### src/rtl/mem_access.sv
// mem_access: memory-access stage of the RV32 pipeline.
// Puts loads and stores onto a ready/ack data-memory port. It holds the front
// of the pipeline (stall) until the transaction completes. The load result,
// aligned and extended, goes to valM for writeback.
//
// Ports:
//   clk, rst              clock, synchronous active-high reset
//   regM_i_mem_rd/wr      M-stage instruction is a load / store (load wins if both)
//   regM_i_funct3         access size/sign: 000 b, 001 h, 010 w, 100 bu, 101 hu
//   regM_i_valE           effective address
//   regM_i_valB           store data (rs2)
//   memory_o_valM         aligned, extended load result (0 after a store)
//   memory_o_stall        holds F/D/E/M and bubbles W
//   memory_o_misalign     one-cycle pulse on a rejected misaligned access
//                         (exists only when MEM_MISALIGN_CHECK_EN is defined)
//   dmem_o_*              bus request, write enable, word address, lane data, strobes
//   dmem_i_ack/rdata      completion, with read data valid in the same cycle
//
// Build option: MEM_MISALIGN_CHECK_EN. When it is defined, misaligned halfword
// and word accesses are trapped locally. When it is not defined, the low
// address bits that a wider access cannot use are dropped.
module mem_access #(
  parameter int ADDR_W = 32
) (
  input  logic              clk,
  input  logic              rst,
  input  logic              regM_i_mem_rd,
  input  logic              regM_i_mem_wr,
  input  logic [2:0]        regM_i_funct3,
  input  logic [31:0]       regM_i_valE,
  input  logic [31:0]       regM_i_valB,
  output logic [31:0]       memory_o_valM,
  output logic              memory_o_stall,
`ifdef MEM_MISALIGN_CHECK_EN
  output logic              memory_o_misalign,
`endif
  output logic              dmem_o_req,
  output logic              dmem_o_we,
  output logic [ADDR_W-1:0] dmem_o_addr,
  output logic [31:0]       dmem_o_wdata,
  output logic [3:0]        dmem_o_wstrb,
  input  logic              dmem_i_ack,
  input  logic [31:0]       dmem_i_rdata
);

  typedef enum logic [1:0] {S_IDLE, S_REQ, S_DONE} state_t;

  state_t              state_q, state_d;
  logic [31:0]         valm_q, valm_d;
  logic                we_q, we_d;
  logic [ADDR_W-1:0]   addr_q, addr_d;
  logic [31:0]         wdata_q, wdata_d;
  logic [3:0]          wstrb_q, wstrb_d;
  logic [1:0]          off_q, off_d;
  logic [2:0]          f3_q, f3_d;
`ifdef MEM_MISALIGN_CHECK_EN
  logic                mis_q, mis_d;
  logic                misaligned;
`endif

  logic        op;
  logic [1:0]  size;
  logic [1:0]  off_eff;
  logic [31:0] rd_shift;
  logic [31:0] ext;

  assign op   = regM_i_mem_rd | regM_i_mem_wr;
  assign size = regM_i_funct3[1:0];

  // Byte offset actually used: a halfword drops a[0] and a word drops a[1:0].
  // With the check enabled, offsets that would be dropped never reach the bus.
  always_comb begin
    case (size)
      2'b00:   off_eff = regM_i_valE[1:0];
      2'b01:   off_eff = {regM_i_valE[1], 1'b0};
      default: off_eff = 2'b00;
    endcase
  end

`ifdef MEM_MISALIGN_CHECK_EN
  assign misaligned = ((size == 2'b01) && regM_i_valE[0]) ||
                      (size[1] && (regM_i_valE[1:0] != 2'b00));
`endif

  // Load extraction works on the latched offset and size. The M inputs are
  // held by the stall anyway, but the latched copy keeps the datapath local.
  assign rd_shift = dmem_i_rdata >> {off_q, 3'b000};
  always_comb begin
    case (f3_q[1:0])
      2'b00:   ext = {{24{rd_shift[7]  & ~f3_q[2]}}, rd_shift[7:0]};
      2'b01:   ext = {{16{rd_shift[15] & ~f3_q[2]}}, rd_shift[15:0]};
      default: ext = rd_shift;
    endcase
  end

  always_comb begin
    state_d = state_q;
    valm_d  = valm_q;
    we_d    = we_q;
    addr_d  = addr_q;
    wdata_d = wdata_q;
    wstrb_d = wstrb_q;
    off_d   = off_q;
    f3_d    = f3_q;
`ifdef MEM_MISALIGN_CHECK_EN
    mis_d   = 1'b0;
`endif
    case (state_q)
      S_IDLE: begin
        if (op) begin
          we_d   = regM_i_mem_wr & ~regM_i_mem_rd;
          addr_d = {regM_i_valE[ADDR_W-1:2], 2'b00};
          off_d  = off_eff;
          f3_d   = regM_i_funct3;
          case (size)
            2'b00: begin
              wdata_d = {4{regM_i_valB[7:0]}};
              wstrb_d = 4'b0001 << off_eff;
            end
            2'b01: begin
              wdata_d = {2{regM_i_valB[15:0]}};
              wstrb_d = 4'b0011 << off_eff;
            end
            default: begin
              wdata_d = regM_i_valB;
              wstrb_d = 4'b1111;
            end
          endcase
`ifdef MEM_MISALIGN_CHECK_EN
          if (misaligned) begin
            // Trap locally: no bus cycle, result forced to zero.
            state_d = S_DONE;
            valm_d  = 32'h0;
            mis_d   = 1'b1;
          end else
`endif
          state_d = S_REQ;
        end
      end
      S_REQ: begin
        if (dmem_i_ack) begin
          state_d = S_DONE;
          valm_d  = we_q ? 32'h0 : ext;
        end
      end
      S_DONE:  state_d = S_IDLE;
      default: state_d = S_IDLE;
    endcase
  end

  always_ff @(posedge clk) begin
    if (rst) begin
      state_q <= S_IDLE;
      valm_q  <= '0;
      we_q    <= 1'b0;
      addr_q  <= '0;
      wdata_q <= '0;
      wstrb_q <= '0;
      off_q   <= '0;
      f3_q    <= '0;
`ifdef MEM_MISALIGN_CHECK_EN
      mis_q   <= 1'b0;
`endif
    end else begin
      state_q <= state_d;
      valm_q  <= valm_d;
      we_q    <= we_d;
      addr_q  <= addr_d;
      wdata_q <= wdata_d;
      wstrb_q <= wstrb_d;
      off_q   <= off_d;
      f3_q    <= f3_d;
`ifdef MEM_MISALIGN_CHECK_EN
      mis_q   <= mis_d;
`endif
    end
  end

  // DONE is the release cycle: the op is still in M, but M advances at its end.
  assign memory_o_stall = op && (state_q != S_DONE);
  assign memory_o_valM  = valm_q;
  assign dmem_o_req     = (state_q == S_REQ);
  assign dmem_o_we      = we_q;
  assign dmem_o_addr    = addr_q;
  assign dmem_o_wdata   = wdata_q;
  assign dmem_o_wstrb   = wstrb_q;
`ifdef MEM_MISALIGN_CHECK_EN
  assign memory_o_misalign = mis_q;
`endif

endmodule

### config.mk
export PLATFORM = sky130hd
export DESIGN_NAME = mem_access
export DESIGN_NICKNAME = d
export VERILOG_FILES = /design/src/rtl/mem_access.sv
export SDC_FILE = /design/constraint.sdc
export NUM_CORES = 1
export LEC_CHECK = 0
export ABC_AREA = 1
export CORE_AREA = 2 2 108 110
export CTS_BUF_LIST = sky130_fd_sc_hd__clkbuf_2 sky130_fd_sc_hd__clkbuf_4 sky130_fd_sc_hd__clkbuf_8
export DETAILED_ROUTE_END_ITERATION = 10
export DIE_AREA = 0 0 110 112
export GPL_ROUTABILITY_DRIVEN = 0
export GPL_TIMING_DRIVEN = 0
export PLACE_DENSITY = 0.81
export SLEW_MARGIN = 20
export SYNTH_ARGS = -nofsm -noshare
export SYNTH_HDL_FRONTEND = slang
export SYNTH_SLANG_ARGS = --single-unit
export TNS_END_PERCENT = 5
### constraint.sdc
create_clock -name clk -period 1.7 [get_ports clk]
set_input_delay 0.51 -clock clk [delete_from_list [all_inputs] [get_ports clk]]
set_output_delay 0.51 -clock clk [all_outputs]
set_load 0.02 [all_outputs]
Word level (Yosys, flattened, before mapping):

Index checks and enable logic that the tools add are counted.

* register bits: 106
* bits of input ports: 104
* logic and storage cells: 38

* eq/ne operators: 6
* shift-type cells: 3
* mux-type cells: 8
* bitwise logic cells: 6
* reduce and logical (&&, ||, !) cells: 7

Operators with widths (number)
* $pmux W32 S2: 2
* $mux W32: 1
* $shr A32 B5 Y32: 1
* $pmux W2 S2: 2
* $pmux W4 S2: 1
* $eq A2 B1 Y1 const B: 3
* $logic_not A2 Y1: 3
* $reduce_and A2 Y1: 3
* $mux W2: 2
* $ne A2 B2 Y1 const B: 2
* $shl A1 B2 Y4 const A: 1
* $shl A2 B2 Y4 const A: 1
* $and A1 B1 Y1: 3
* $ne A2 B1 Y1 const B: 1
* $not A1 Y1: 2
* $logic_and A1 B1 Y1: 1
* $or A1 B1 Y1: 1

Depth between registers and ports, before layout:

Gate-level depths: netlist (run 1).

* depth in word-level cells: 4
* mapped depth: 10
* depth with buffers taken out: 9

Least setup slack after synthesis (run 1):

No wires, ideal clock.

* path kind: input -> register
* from: input regM_i_mem_wr
* to: register addr_q[22], in the netlist dmem_o_addr[22]
* setup time: 0.116 ns
* arrival: 1.264 ns
* data required time: 1.584 ns
* setup slack: 0.320 ns
* stages: 6
* cell sequence: o21ai_2 inv_2 buf_2 buf_2 nor2_1 nor2_1

* word-level cells in the longest chain between the ends: 2

Ends and longest elaborated chain
* from (decl): RTL line 28 `input logic regM_i_mem_wr,`
* $or A1 B1 Y1: RTL line 67 `assign op = regM_i_mem_rd | regM_i_mem_wr;`
* $reduce_and A2 Y1 (no source line)
* to (signal assigned): RTL line 168 `addr_q <= addr_d;`
* to (decl): RTL line 51 `logic [ADDR_W-1:0] addr_q, addr_d;`

No other way between the ends.
A chain may end at the register's enable or synchronous reset.

Worst setup path in the final report (run 1):

* from: register state_q[1]
* to: output dmem_o_req

* word-level cells in the longest chain between the ends: 1

Ends and longest elaborated chain
* from (decl): RTL line 48 `state_t state_q, state_d;`
* from (signal assigned): RTL line 165 `state_q <= state_d;`
* $eq A2 B1 Y1: RTL line 182 `assign dmem_o_req = (state_q == S_REQ);`
* to (decl): RTL line 37 `output logic dmem_o_req,`

No other way between the ends.

==> results of run 1 <==
worst max-delay path by stage:
stage               cells after the start                         start  slack (ns)                            to
floorplan                               6                 regM_i_mem_wr        0.32  dmem_o_addr[22]$_SDFFE_PP0P_
detailed placement                      4                 regM_i_mem_rd       -0.60                memory_o_stall
finish                                  4       state_q[1]$_SDFFE_PP0P_        0.09                    dmem_o_req
global placement                        4                 regM_i_mem_rd       -0.59                memory_o_stall
global route                            4       state_q[1]$_SDFFE_PP0P_       0.006                    dmem_o_req
CTS                                     1  dmem_o_wstrb[1]$_SDFFE_PP0P_        0.07               dmem_o_wstrb[1]
layout by cell type, fill, tap and decap left out:
cell type	netlist	final
clkinv_2	0	1
o21a_1	1	1
o211ai_1	7	7
nor2_2	2	2
a21oi_1	63	63
clkdlybuf4s50_1	0	99
nand3_4	3	3
clkbuf_2	0	1
nand3_2	2	2
a31oi_1	9	9
inv_2	5	5
buf_2	19	20
inv_6	1	2
nand3_1	41	41
o21ai_0	62	62
clkbuf_1	18	17
buf_6	4	4
dlygate4sd2_1	0	102
dfxtp_1	106	106
buf_12	1	1
nor2_4	2	2
a21oi_2	10	10
conb_1	1	2
inv_1	14	14
o21ai_2	1	1
inv_4	1	1
clkbuf_4	0	2
or2_2	1	1
buf_1	1	1
nand2_1	209	209
nand2_4	1	1
nor2_1	69	69
clkbuf_8	0	9
buf_4	6	7
a221oi_1	1	1
o21ai_1	5	5
clkinvlp_4	0	2
nand2_2	10	10
area by class of cell:
type	instances	area [µm²]
Tap cell	143	178.9
Clock inverter	4	28.78
Buffer	49	277.8
Sequential cell	106	2122
Inverter	21	86.33
Clock buffer	11	138.9
Fill cell	1074	4129
Multi-Input combinational cell	501	2316
Timing Repair Buffer	203	1897
what timing repair did:
| item | in CTS | in global routing |
|---|---|---|
| endpoints found under the hold margin | 0 | 0 |
| hold buffers | 0 | 0 |
| setup endpoints to repair | 129 | 1 |
| resized for setup | 111 | 2 |
| pin swaps | 1 | 0 |
worst max-delay path, stage by stage (launching register included):
cell	delay (ns)
dfxtp_1	0.33
inv_1	0.07
nand2_1	0.07
inv_2	0.09
buf_2	0.17
kinds of logic after synthesis:
logic type / after synthesis
AND/OR/NAND/NOR: 340
AO/OA/AOI/OAI: 159
flip-flops: 106
buffers and inverters: 70
other: 1
report_power, final:
group	leakage, nW	internal [mW]	switching [mW]
combinational	2.33	0.751	1.10
sequential	0.874	2.70	0.104
clock	0.0826	0.562	0.851
sequential cells by signal (all words and copies together) (netlist names):
register and flops:
memory_o_valM 32, dmem_o_addr 30, dmem_o_wdata 32, dmem_o_we 1, state_q 2, f3_q 3, off_q 2, dmem_o_wstrb 4
through the flow:
step	cell area [µm²]	setup TNS [ns]	hold WS, ns	instances	util
finish	7046	0	0.4660	1038	0.6305
floorplan	4801	0	0.4970	677	-
global placement	7012	-30.44	0.4511	1023	0.6275
detailed placement	7012	-33.43	0.4548	1023	0.6275
CTS	7044	0	0.4675	1038	0.6304
global route	7046	0	0.4829	1038	0.6305
layer usage:
layer / vias to the layer above / share of wire
met5: - / 0
met4: 0 / 0.027
met3: 32 / 0.11
met2: 265 / 0.46
met1: 2362 / 0.40
li1: 2628 / -
==> flow_metrics.tcl, run 1 <==
set metrics [dict create \
    setup_violations 0 \
    yosys-top-cells-area "dfxtp_1, nand2_1, a21oi_1, o21ai_0, nor2_1" \
    required_ns 1.19 \
    ios 207 \
    tightestPinTransition_ns 0.6428 \
    grt_util_met1 0.3122 \
    final_layout_size_suffix_gt1_frac 0.09721 \
    worstPathArrival_ns 1.10 \
    routedWlPerCell_um 14.71 \
    cts_tree "built" \
    fin_ws_ns 0.09124 \
    areaGrowthSynthToFinish_pct 46.87 \
    insertion_delay_ns 0.37 \
    power.leakage_nw 3.290 \
    synth_xor_area_frac 0 \
    use_met2 0.3947 \
    hold_viol 0 \
    n_antenna_cell 0 \
    synth_top_area_share 0.4424 \
    hold_end "memory_o_valM[4]$_SDFFE_PP0P_" \
    dp_worst_setup_slack_ns -0.6040 \
    start_util 0.4293 \
    synthAdderAreaFrac 0 \
    r2r_end "memory_o_valM[2]$_SDFFE_PP0P_" \
    r2r_slack_ns 0.17 \
    synth_area_mm2 0.004797 \
    fin_nets 995 \
    port_buffers 203 \
    grt_use_met3 0.09426 \
    min_path_type "reg -> reg" \
    synth_compound_area_frac 0.1818 \
    status "finished, final reports clean" \
    cts_max_path_buffers 2 \
    synth_seq_cells 106 \
    min-delay-start "memory_o_valM[4]$_SDFFE_PP0P_" \
    postSynthAreaPerCell_um2 7.096 \
    power_density_mw_per_mm2 861.7 \
    cp-end-kind "output pin" \
    die_x_um 110 \
    vias 5287 \
    synth_top_area_cell "dfxtp_1" \
    maxCapViolCount 0 \
    fin_crit_ns 1.609 \
    grtUsageTotal 0.2515 \
    antenna_found_initial 0 \
    fmax_ghz 0.6216 \
    drt_iter0_markers 341 \
    reg2regPathDepth 6 \
    maxSlewHeadroom 0.5715 \
    ys_seq_area_frac 0.4424 \
    busiest_layer "met2" \
    r2r-start "off_q[1]$_SDFFE_PP0P_" \
    synthCells 676 \
    htreeDepth 3 \
    route.antenna.remaining_nets 0 \
    coreArea_mm2 0.01117 \
    synth_top_family_by_area "simple AND/OR/NAND/NOR gates" \
    startpoint_type "register" \
    clock_tree.root_cell "clkbuf_8" \
    numCtsBuffers 9 \
    drt-vias-per-instance 5.093 \
    gr-total-overflow 0 \
    ir_drop_v 0.0004554 \
    crit_fanout 3 \
    finalPower_mw 6.071 \
    die_y_um 112 \
    yosys_warnings 0 \
    synth.area.mux_share 0 \
    holdPathStages 2 \
    first_global_vias 4845 \
    postCtsSetupBuffers 0 \
    dp_hpwl_um 11650 \
    first_pass_iters 7 \
    maxSlewViolCount 0 \
    yosysMostFrequentCell "nand2_1" \
    num_rows 39 \
    synth_ff_type "dfxtp_1" \
    synthTopCellsByCount "nand2_1, dfxtp_1, nor2_1" \
    rsz0062_at_grt "false" \
    grt_pass1_wl_um 24070 \
    synth_edf_count 0 \
    yosys.area_share.simple 0.2994 \
    numClockSinks 106 \
    path_class "reg -> out" \
    die_area_mm2 0.01232 \
    async_flop_share 0 \
    drc 0 \
    grt_max_degree 17 \
    synthDistinctLibCells 31 \
    finalClockSkew_ns 0.01170 \
    min_period_over_period 0.9463 \
    clk_pin_slew_worst_paths_ns 0.10 \
    drt-total-wl_um 15270 \
]
Note: power is estimated with default switching activity, not from simulation.
==> inputs of run 2 (changes only) <==
--- a/config.mk
+++ b/config.mk
@@ -6,13 +6,12 @@
 export NUM_CORES = 1
 export LEC_CHECK = 0
 export ABC_AREA = 1
-export CORE_AREA = 2 2 108 110
+export CORE_AREA = 2 2 130 132
 export CTS_BUF_LIST = sky130_fd_sc_hd__clkbuf_2 sky130_fd_sc_hd__clkbuf_4 sky130_fd_sc_hd__clkbuf_8
 export DETAILED_ROUTE_END_ITERATION = 10
-export DIE_AREA = 0 0 110 112
+export DIE_AREA = 0 0 132 134
 export GPL_ROUTABILITY_DRIVEN = 0
 export GPL_TIMING_DRIVEN = 0
-export PLACE_DENSITY = 0.81
 export SLEW_MARGIN = 20
 export SYNTH_ARGS = -nofsm -noshare
 export SYNTH_HDL_FRONTEND = slang
==> run 2 against run 1 <==
Sequential cell count is the same. Non-clock buffer count is the same. Clock skew shrank 0.0013 ns. Count of clock-buffer cells in the layout is the same. Wire length grew 15%. First-iteration DRC count shrank 2.9%. Via count shrank 1.2%. Fmax shrank 1.9%. Design area grew 2.0%. Clock power grew 21%. Total power grew 5.3%. Highest routed layer unchanged. Worst hold slack is essentially flat.
==> flow_metrics.tcl, run 2 (synthesized netlist as in run 1, its figures left out) <==
set metrics [dict create \
    status "finished, final reports clean" \
    areaGrowthSynthToFinish_pct 49.77 \
    power.share.sequential 0.440 \
    setup_violations 0 \
    cp.buffers_inverters 1 \
    cts_max_path_buffers 2 \
    clock_power_share 0.265 \
    gr-total-overflow 0 \
    r2r_slack_ns 0.13 \
    fin_crit_ns 1.640 \
    final_cell_mix "nand2_1, dfxtp_1, dlygate4sd2_1" \
    rsz0062_at_grt "true" \
    cts_tree "built" \
    crit_chain "dlygate4sd2_1" \
    finalPower_mw 6.391 \
    first_pass_iters 5 \
    cp_top_family "buffers and inverters" \
    grtUsageTotal 0.1995 \
    fin_ws_ns 0.05990 \
    drt-vias-per-instance 4.678 \
    maxSlewHeadroom 0.5365 \
    worstPathArrival_ns 1.13 \
    route.antenna.remaining_nets 0 \
    final_common_cell "nand2_1" \
    port_buffers 203 \
    drt-total-wl_um 17560 \
    required_ns 1.19 \
    die_area_mm2 0.01769 \
    clk_pin_slew_worst_paths_ns 0.11 \
    critPathLaunch "dmem_o_wdata[31]$_SDFFE_PP0P_" \
    postCtsSetupBuffers 0 \
    crit_fanout 2 \
    insertion_delay_ns 0.39 \
    dp_worst_setup_slack_ns -0.6172 \
    maxCapViolCount 0 \
    finalClockSkew_ns 0.01037 \
    switching_share 0.3421 \
    routedWlPerCell_um 15.73 \
    min-delay-start "memory_o_valM[19]$_SDFFE_PP0P_" \
    min_period_over_period 0.9648 \
    min_path_type "reg -> reg" \
    vias 5221 \
    die_y_um 134 \
    tightestPinTransition_ns 0.6953 \
    hold_viol 0 \
    dp_hpwl_um 13380 \
    n_antenna_cell 0 \
    final_layout_size_suffix_gt1_frac 0.09933 \
    combPwrFrac 0.295 \
    num_rows 47 \
    r2r-start "off_q[0]$_SDFFE_PP0P_" \
    fin_nets 995 \
    antenna_found_initial 0 \
    drt_iter0_markers 331 \
    numClockSinks 106 \
    cpMaxStageDelayCell "dlygate4sd2_1" \
    coreArea_mm2 0.01629 \
    clock_tree.root_cell "clkbuf_8" \
    numCtsBuffers 9 \
    fillCellCount 1756 \
    grt_pass1_wl_um 27590 \
    drc 0 \
    maxSlewViolCount 0 \
    internal-power_mw 4.205 \
    path_class "reg -> out" \
    power_density_mw_per_mm2 889.6 \
    cp-end-kind "output pin" \
    first_global_vias 4996 \
    fmax_ghz 0.6097 \
    power.leakage_nw 3.309 \
    startpoint_type "register" \
    ir_drop_v 0.0004433 \
    slowest_delay_ns 0.39 \
    start_util 0.2945 \
    power.net_switching_mw 2.187 \
    htreeDepth 3 \
    ios 207 \
    grt_max_degree 18 \
    die_x_um 132 \
]
run 2: cell count changes in the layout (fill, tap and decap cells not counted):
cell,change
buf_2,-1
clkbuf_4,-1
clkbuf_8,+1
dfxtp_2,+1
buf_4,+1
dlygate4sd2_1,-1
clkdlybuf4s15_1,+1
bufinv_16,+1
inv_6,+1
dfxtp_1,-1
clkinvlp_4,-1
run 2: final timing paths:
kind,end,depth (start not counted)
worst max-delay path,dmem_o_wdata[31],1
worst min-delay path,memory_o_valM[19]$_SDFFE_PP0P_,2
worst max register to register,memory_o_valM[14]$_SDFFE_PP0P_,8
worst min register to register,memory_o_valM[19]$_SDFFE_PP0P_,2
run 2: timing repair:
| action | 4_1_cts | 5_1_grt |
|---|---|---|
| resized for setup | 111 | 6 |
| setup endpoints to repair | 108 | 7 |
| pin swaps | 1 | 0 |
| cloned | 0 | 0 |
| hold buffers | 0 | 0 |
run 2: power groups by stage:
stage	sequential (mW)	combinational (mW)	clock (mW)
floorplan	3.12	0.826	0
global placement	2.87	2.04	0
detailed placement	2.88	2.03	0
CTS	2.81	1.90	1.74
global route	2.84	2.07	1.85
finish	2.81	1.88	1.70
run 2: cell type report:
class                      instances  area, µm²  share of cell area
multi-input combinational        501       2316              0.3224
sequential                       106       2123              0.2955
timing repair buffer             203       1901              0.2645
buffer                            49      277.8             0.03866
tap                              220      275.3             0.03831
clock buffer                      11      145.1             0.02020
inverter                          21      86.33             0.01202
clock inverter                     5      60.06            0.008359
run 2: stage by stage:
stage	TNS, ns	area (µm²)	hold WS (ns)	utilization	cells
after global routing	-0.06568	7184	0.4867	0.4410	1116
after global placement	-34.48	7108	0.4522	0.4364	1100
after CTS	0	7178	0.4703	0.4407	1116
after detailed placement	-33.92	7108	0.4570	0.4364	1100
final	0	7184	0.4660	0.4410	1116
after floorplan	0	4801	0.4970	-	677
run 2: metal layers:
layer,up-vias,GRT usage,part of all wire,routed length (µm)
met3,29,0.07256,0.099,1743
met5,-,0,0,0
li1,2636,-,-,-
met1,2324,0.2517,0.44,7672
met2,232,0.3090,0.44,7662
met4,0,0.08213,0.027,482
==> inputs of run 3 (changes only) <==
--- a/config.mk
+++ b/config.mk
@@ -6,6 +6,7 @@
 export NUM_CORES = 1
 export LEC_CHECK = 0
 export ABC_AREA = 1
+export CAP_MARGIN = 20
 export CORE_AREA = 2 2 130 132
 export CTS_BUF_LIST = sky130_fd_sc_hd__clkbuf_2 sky130_fd_sc_hd__clkbuf_4 sky130_fd_sc_hd__clkbuf_8
 export DETAILED_ROUTE_END_ITERATION = 10
==> results of run 3 <==
Same layout as run 2: the final DEF is identical, and so are final timing and power.
